## src/rtl/ex_iter_alu_if.sv

```systemverilog
// Handshake bundle between the EX-stage issue logic and the iterative ALU.
// master drives the operation and consumes the result; slave is the ALU.
interface ex_iter_alu_if #(
    parameter int XLEN = 32
);
    logic            in_valid;
    logic            in_ready;
    logic [3:0]      op;
    logic [XLEN-1:0] src1;
    logic [XLEN-1:0] src2;
    logic            out_valid;
    logic            out_ready;
    logic [XLEN-1:0] result;
    logic            busy;

    modport master (
        output in_valid, op, src1, src2, out_ready,
        input  in_ready, out_valid, result, busy
    );

    modport slave (
        input  in_valid, op, src1, src2, out_ready,
        output in_ready, out_valid, result, busy
    );
endinterface

```

## src/rtl/ex_iter_alu.sv

```systemverilog
// EX-stage ALU: single-cycle logic/arith/compare/LUI, shifts iterate one bit
// per cycle with valid/ready on both sides and a flush that squashes in-flight work.
module ex_iter_alu #(
    parameter int XLEN = 32
) (
    input logic         clk,
    input logic         rst,
    input logic         flush,
    ex_iter_alu_if.slave bus
);
    typedef enum logic [1:0] {
        IDLE,
        SHIFT,
        DONE
    } state_t;

    typedef enum logic [3:0] {
        OP_ADD  = 4'd0,
        OP_SUB  = 4'd1,
        OP_SLL  = 4'd2,
        OP_SLT  = 4'd3,
        OP_SLTU = 4'd4,
        OP_XOR  = 4'd5,
        OP_SRL  = 4'd6,
        OP_SRA  = 4'd7,
        OP_OR   = 4'd8,
        OP_AND  = 4'd9,
        OP_LUI  = 4'd10
    } alu_op_t;

    state_t          state;
    state_t          state_nxt;
    state_t          launch_state;
    logic [XLEN-1:0] acc;
    logic [XLEN-1:0] acc_shift;
    logic [4:0]      cnt;
    logic [3:0]      sh_op;
    logic [XLEN-1:0] result_q;
    logic [XLEN-1:0] alu_res;
    logic [4:0]      shamt;
    logic            is_shift;
    logic            accept;

    assign shamt    = bus.src2[4:0];
    assign is_shift = (bus.op == OP_SLL) || (bus.op == OP_SRL) || (bus.op == OP_SRA);
    assign accept   = bus.in_valid && bus.in_ready;

    // A zero-distance shift is finished on acceptance, like any single-cycle op.
    assign launch_state = (is_shift && (shamt != 5'd0)) ? SHIFT : DONE;

    always_comb begin
        alu_res = bus.src1 + bus.src2;
        case (bus.op)
            OP_SUB:  alu_res = bus.src1 - bus.src2;
            OP_SLT:  alu_res = {{(XLEN-1){1'b0}}, ($signed(bus.src1) < $signed(bus.src2))};
            OP_SLTU: alu_res = {{(XLEN-1){1'b0}}, (bus.src1 < bus.src2)};
            OP_XOR:  alu_res = bus.src1 ^ bus.src2;
            OP_OR:   alu_res = bus.src1 | bus.src2;
            OP_AND:  alu_res = bus.src1 & bus.src2;
            OP_LUI:  alu_res = bus.src2;
            default: alu_res = bus.src1 + bus.src2;
        endcase
    end

    always_comb begin
        case (sh_op)
            OP_SLL:  acc_shift = {acc[XLEN-2:0], 1'b0};
            OP_SRA:  acc_shift = {acc[XLEN-1], acc[XLEN-1:1]};
            default: acc_shift = {1'b0, acc[XLEN-1:1]};
        endcase
    end

    always_ff @(posedge clk or posedge rst) begin
        if (rst) begin
            state <= IDLE;
        end else begin
            state <= state_nxt;
        end
    end

    always_comb begin
        state_nxt = state;
        case (state)
            IDLE:    if (accept) state_nxt = launch_state;
            SHIFT:   if (cnt == 5'd1) state_nxt = DONE;
            DONE:    if (bus.out_ready) state_nxt = accept ? launch_state : IDLE;
            default: state_nxt = IDLE;
        endcase
        if (flush) begin
            state_nxt = IDLE;
        end
    end

    always_comb begin
        bus.in_ready  = (state == IDLE) || ((state == DONE) && bus.out_ready);
        bus.out_valid = (state == DONE);
        bus.busy      = (state == SHIFT);
    end

    assign bus.result = result_q;

    // Datapath registers may load on a flushed accept; the FSM discards that result.
    always_ff @(posedge clk or posedge rst) begin
        if (rst) begin
            acc      <= '0;
            cnt      <= '0;
            sh_op    <= '0;
            result_q <= '0;
        end else if (accept) begin
            if (is_shift) begin
                acc   <= bus.src1;
                cnt   <= shamt;
                sh_op <= bus.op;
                if (shamt == 5'd0) begin
                    result_q <= bus.src1;
                end
            end else begin
                result_q <= alu_res;
            end
        end else if (state == SHIFT) begin
            acc <= acc_shift;
            cnt <= cnt - 5'd1;
            if (cnt == 5'd1) begin
                result_q <= acc_shift;
            end
        end
    end
endmodule

```

## src/flat_wrapper.sv

```systemverilog
// flat-port wrapper written by rule: the top's interface ports become plain ports
module ex_iter_alu_flat 
#(
    parameter int XLEN = 32
)
  (clk, rst, flush, bus_in_valid, bus_op, bus_src1, bus_src2, bus_out_ready, bus_in_ready, bus_out_valid, bus_result, bus_busy);
  ex_iter_alu_if #(.XLEN(XLEN)) bus_i ();
  input logic clk;
  input logic rst;
  input logic flush;
  input wire logic [$bits(bus_i.in_valid)-1:0] bus_in_valid;
  input wire logic [$bits(bus_i.op)-1:0] bus_op;
  input wire logic [$bits(bus_i.src1)-1:0] bus_src1;
  input wire logic [$bits(bus_i.src2)-1:0] bus_src2;
  input wire logic [$bits(bus_i.out_ready)-1:0] bus_out_ready;
  output wire logic [$bits(bus_i.in_ready)-1:0] bus_in_ready;
  output wire logic [$bits(bus_i.out_valid)-1:0] bus_out_valid;
  output wire logic [$bits(bus_i.result)-1:0] bus_result;
  output wire logic [$bits(bus_i.busy)-1:0] bus_busy;
  assign bus_i.in_valid = bus_in_valid;
  assign bus_i.op = bus_op;
  assign bus_i.src1 = bus_src1;
  assign bus_i.src2 = bus_src2;
  assign bus_i.out_ready = bus_out_ready;
  assign bus_in_ready = bus_i.in_ready;
  assign bus_out_valid = bus_i.out_valid;
  assign bus_result = bus_i.result;
  assign bus_busy = bus_i.busy;
  ex_iter_alu #(.XLEN(XLEN)) u_core (.clk(clk), .rst(rst), .flush(flush), .bus(bus_i));
endmodule
```

## config.mk

```make
export PLATFORM = sky130hd
export DESIGN_NAME = ex_iter_alu_flat
export DESIGN_NICKNAME = d
export VERILOG_FILES = /design/src/rtl/ex_iter_alu_if.sv /design/src/rtl/ex_iter_alu.sv /design/src/flat_wrapper.sv
export SDC_FILE = /design/constraint.sdc
export NUM_CORES = 1
export LEC_CHECK = 0
export ABC_AREA = 0
export CAP_MARGIN = 30
export CORE_MARGIN = 2
export CORE_UTILIZATION = 30
export CTS_BUF_LIST = sky130_fd_sc_hd__clkbuf_2 sky130_fd_sc_hd__clkbuf_4 sky130_fd_sc_hd__clkbuf_8
export CTS_CLUSTER_SIZE = 12
export DETAILED_ROUTE_END_ITERATION = 16
export PLACE_DENSITY = 0.6
export SLEW_MARGIN = 10
export SYNTH_ARGS = -nofsm -noshare
export SYNTH_HDL_FRONTEND = slang
export SYNTH_SLANG_ARGS = --single-unit
```

## constraint.sdc

```tcl
create_clock -name clk -period 2.2 [get_ports clk]
set_clock_uncertainty 0.15 [all_clocks]
set_input_delay 0.22 -clock clk [delete_from_list [all_inputs] [get_ports clk]]
set_output_delay 0.22 -clock clk [all_outputs]
set_load 0.05 [all_outputs]
```

==> results of run 1 <==
## cells in the mapped netlist (4+ instances only)
| master | number |
|---|---|
| o21ai_0 | 166 |
| a21oi_1 | 137 |
| nor2_1 | 117 |
| nand2_1 | 116 |
| inv_1 | 103 |
| ha_1 | 98 |
| dfrtp_1 | 75 |
| clkbuf_1 | 48 |
| mux2i_1 | 38 |
| nor3_1 | 32 |
| nand3_1 | 25 |
| a211oi_1 | 21 |
| buf_2 | 21 |
| o21ai_1 | 18 |
| o211ai_1 | 17 |
| a221oi_1 | 16 |
| nand2b_1 | 16 |
| a22oi_1 | 15 |
| o31ai_1 | 15 |
| nor4_1 | 14 |
| a31oi_1 | 13 |
| nor2b_1 | 12 |
| buf_1 | 11 |
| a21o_1 | 10 |
| a22o_1 | 9 |
| o21a_1 | 9 |
| o221ai_1 | 9 |
| nand4_1 | 8 |
| o21bai_1 | 8 |
| o22ai_1 | 7 |
| xnor2_1 | 7 |
| a221o_1 | 6 |
| inv_2 | 5 |
| and3_1 | 4 |
| buf_4 | 4 |
| o2111ai_1 | 4 |
| o211a_1 | 4 |
| o22a_1 | 4 |
## flip-flops by register name, indices dropped and copies added (netlist names)
register and flops:
u_core.acc 32, u_core.state 2, u_core.cnt 5, u_core.sh_op 4
u_core.bus.result 32
## path summary, 6_finish.rpt
| path | endpoint | from | slack [ns] |
|---|---|---|---|
| setup / recovery | u_core.bus.result[18]$_DFFE_PP0P_ | bus_src1[0] | -0.47 |
| hold / removal | u_core.acc[6]$_DFFE_PP0P_ | bus_src1[6] | 0.04 |
| setup reg to reg | u_core.bus.result[27]$_DFFE_PP0P_ | u_core.sh_op[0]$_DFFE_PP0P_ | -0.35 |
| hold reg to reg | u_core.bus.result[5]$_DFFE_PP0P_ | u_core.bus.result[5]$_DFFE_PP0P_ | 0.36 |
| max in group asynchronous | u_core.acc[25]$_DFFE_PP0P_ | rst | 1.41 |
| min in group asynchronous | u_core.acc[2]$_DFFE_PP0P_ | rst | 0.15 |
## metal layers
layer  part of all wire  global-route usage
met5                  0                   0
met4              0.032               0.103
met3              0.084              0.0488
met2               0.45               0.446
met1               0.44               0.393
## worst register-to-register path, cell delays in order, from the launching register on
cell,delay [ns]
dfrtp_1,0.42
nor4b_4,0.36
mux2i_2,0.34
nor2_2,0.11
or4_4,0.54
a31oi_4,0.18
nor2_2,0.05
nor3_2,0.20
o31ai_1,0.08
## timing repair
item | CTS | global route
pin swaps | 141 | 95
resized for setup | 432 | 119
setup endpoints to repair | 67 | 67
setup buffers | 52 | 19
## where the power goes
group          switching, W  internal (W)  leakage [nW]  total, W
clock              0.000629      0.000588        0.0978   0.00122
sequential         0.000440       0.00183         0.814   0.00227
combinational       0.00347       0.00274          6.43   0.00621
## final cells by class
| cell class | count | area share |
|---|---|---|
| clock buffer | 11 | 0.00903 |
| clock inverter | 5 | 0.00366 |
| inverter | 109 | 0.0279 |
| multi-input combinational | 1059 | 0.512 |
| sequential | 75 | 0.112 |
| tap | 402 | 0.0300 |
| timing repair buffer | 604 | 0.305 |
## stage by stage
step                      TNS (ns)  cells  setup WS (ns)
final                        -7.47   2265         -0.468
after global routing         -9.43   2265         -0.549
after floorplan              -5.61   1329         -0.373
after CTS                    -7.67   2251         -0.530
after detailed placement    -55.14   2190          -1.43
after global placement      -53.34   2190          -1.41
## cell families after synthesis
group                      Yosys count  synth area share
adders and majority gates          100             0.131
muxes                               39            0.0406
AOI/OAI and AO/OA                  541             0.365
buffers and inverters              195            0.0817
and+or+nand+nor                    369             0.177
DFF                                 75             0.195
xor gates and xnor gates            10           0.00908
==> flow_summary.yaml, run 1 <==
hold_path:
  hold_depth: 3
  hp-class: "in -> reg"
setup_path:
  start_kind: "input port"
  critPathArrivalTime_ns: 2.81
  cp_cell_sequence: "buf_8 > inv_6 > ha_4 > inv_2 > fa_2 > nor3b_4 > o31ai_4 > a2111oi_4 > buf_4 > or3_4 > a21o_1 > buf_4 > xnor2_2 > nand2_1 > o211a_1 > o21ai_1"
  crit_cells: 16
  required_ns: 2.34
  cp_num_buf_inv: 5
  critPathMaxFanout: 3
  endpoint_kind: "register"
  crit_family: "compound AO/OA/AOI/OAI gates"
  cp_slowest_stage_delay_ns: 0.38
  cpMostUsedCell: "buf_4"
  critical_path_class: "in -> reg"
  critPathSlowestCell: "or3_4"
  r2r_cells: 8
layout:
  n_fill_cell: 2910
  final_common_cell: "buf_4"
  design_area_um2: 16800
  multi_input_area_um2: 8590
  fin_util: 0.530
  final_cell_mix: "buf_4, o21ai_0, nand2_1"
  drive_gt1_frac: 0.448
  fin_nets: 2031
  diodes: 0
  regArea_um2: 1880
  area.growth.synth_to_final_pct: 73.9
yosys:
  synth.largest_area_cell: "dfrtp_1"
  synth_area_leaders: "dfrtp_1, ha_1, o21ai_0"
  syn_inst: 1329
  dominantRegCellSynth: "dfrtp_1"
  yosysWarningCount: 0
  seq_area_frac_synth: 0.195
  synth_seq_cells: 75
  synth_nets: 1502
  synth-edff-count: 0
  synth_top_area_frac: 0.195
  ys_types: 90
  synth_area_um2: 9640
  avgSynthCellArea_um2: 7.26
  async_flop_share: 1.00
routing:
  drt-initial-drc-count: 1372
  dr_total_vias: 12800
  firstDrtPassIters: 8
  antenna_left: 0
  drc: 0
  routedWlPerCell_um: 21.5
  via_per_inst: 5.67
  drt_wl_total_um: 48800
cts:
  cts.sinks: 75
  htreeDepth: 3
  cts_buffers: 9
  cts_root_buffer: "clkbuf_8"
  clk_pin_slew_ns: 0.09
  worstSkewPairLatency_ns: 0.41
  cts_tree: "built"
  holdBufCountCts: 0
  cts_buffer_depth: 2
placed_design:
  place.gp.congestion: 0.981
  dpl_cell_area_um2: 14500
  numPortBuffers: 107
  hpwl_um: 37000
timing:
  maxSlewHeadroom: 0.605
  holdWs_ns: 0.0393
  slew_violations: 0
  setup_slack_ns: -0.468
  rsz0062_at_grt: "yes"
  max_freq_mhz: 375
  fin_crit_ns: 2.67
  min_period_over_period: 1.21
  tightest_slew_ns: 0.587
  final_hold_viol_count: 0
  setup_viol: 25
floorplan:
  ioPinCount: 108
  die_w_um: 183
  rows: 65
  coreArea_um2: 31600
  start_util: 0.305
  die_y_um: 183
  die_area_um2: 33600
grt:
  grt_pass1_wl_um: 73300
  grt_usage: 0.285
  grt_pass1_vias: 12400
  grt_max_degree: 76
  overflow: 0
  antenna_found_initial: 0
power:
  totalPowerFinal_w: 0.00970
  p_leak_nw: 7.34
  ir_drop_mv: 0.358
  power_density_nw_per_um2: 578
status:
  violations: "negative setup slack"
  status: "finished with violations"
job:
  maxCapViolations: 0
No activity file was read; power rests on OpenSTA's default activity.
==> inputs of run 2 (changes only) <==
--- a/config.mk
+++ b/config.mk
@@ -6,7 +6,7 @@
 export NUM_CORES = 1
 export LEC_CHECK = 0
 export ABC_AREA = 0
-export CAP_MARGIN = 30
+export CAP_MARGIN = 10
 export CORE_MARGIN = 2
 export CORE_UTILIZATION = 30
 export CTS_BUF_LIST = sky130_fd_sc_hd__clkbuf_2 sky130_fd_sc_hd__clkbuf_4 sky130_fd_sc_hd__clkbuf_8
==> results of run 2 <==
No change in the layout: final DEF, timing and power equal those of run 1.
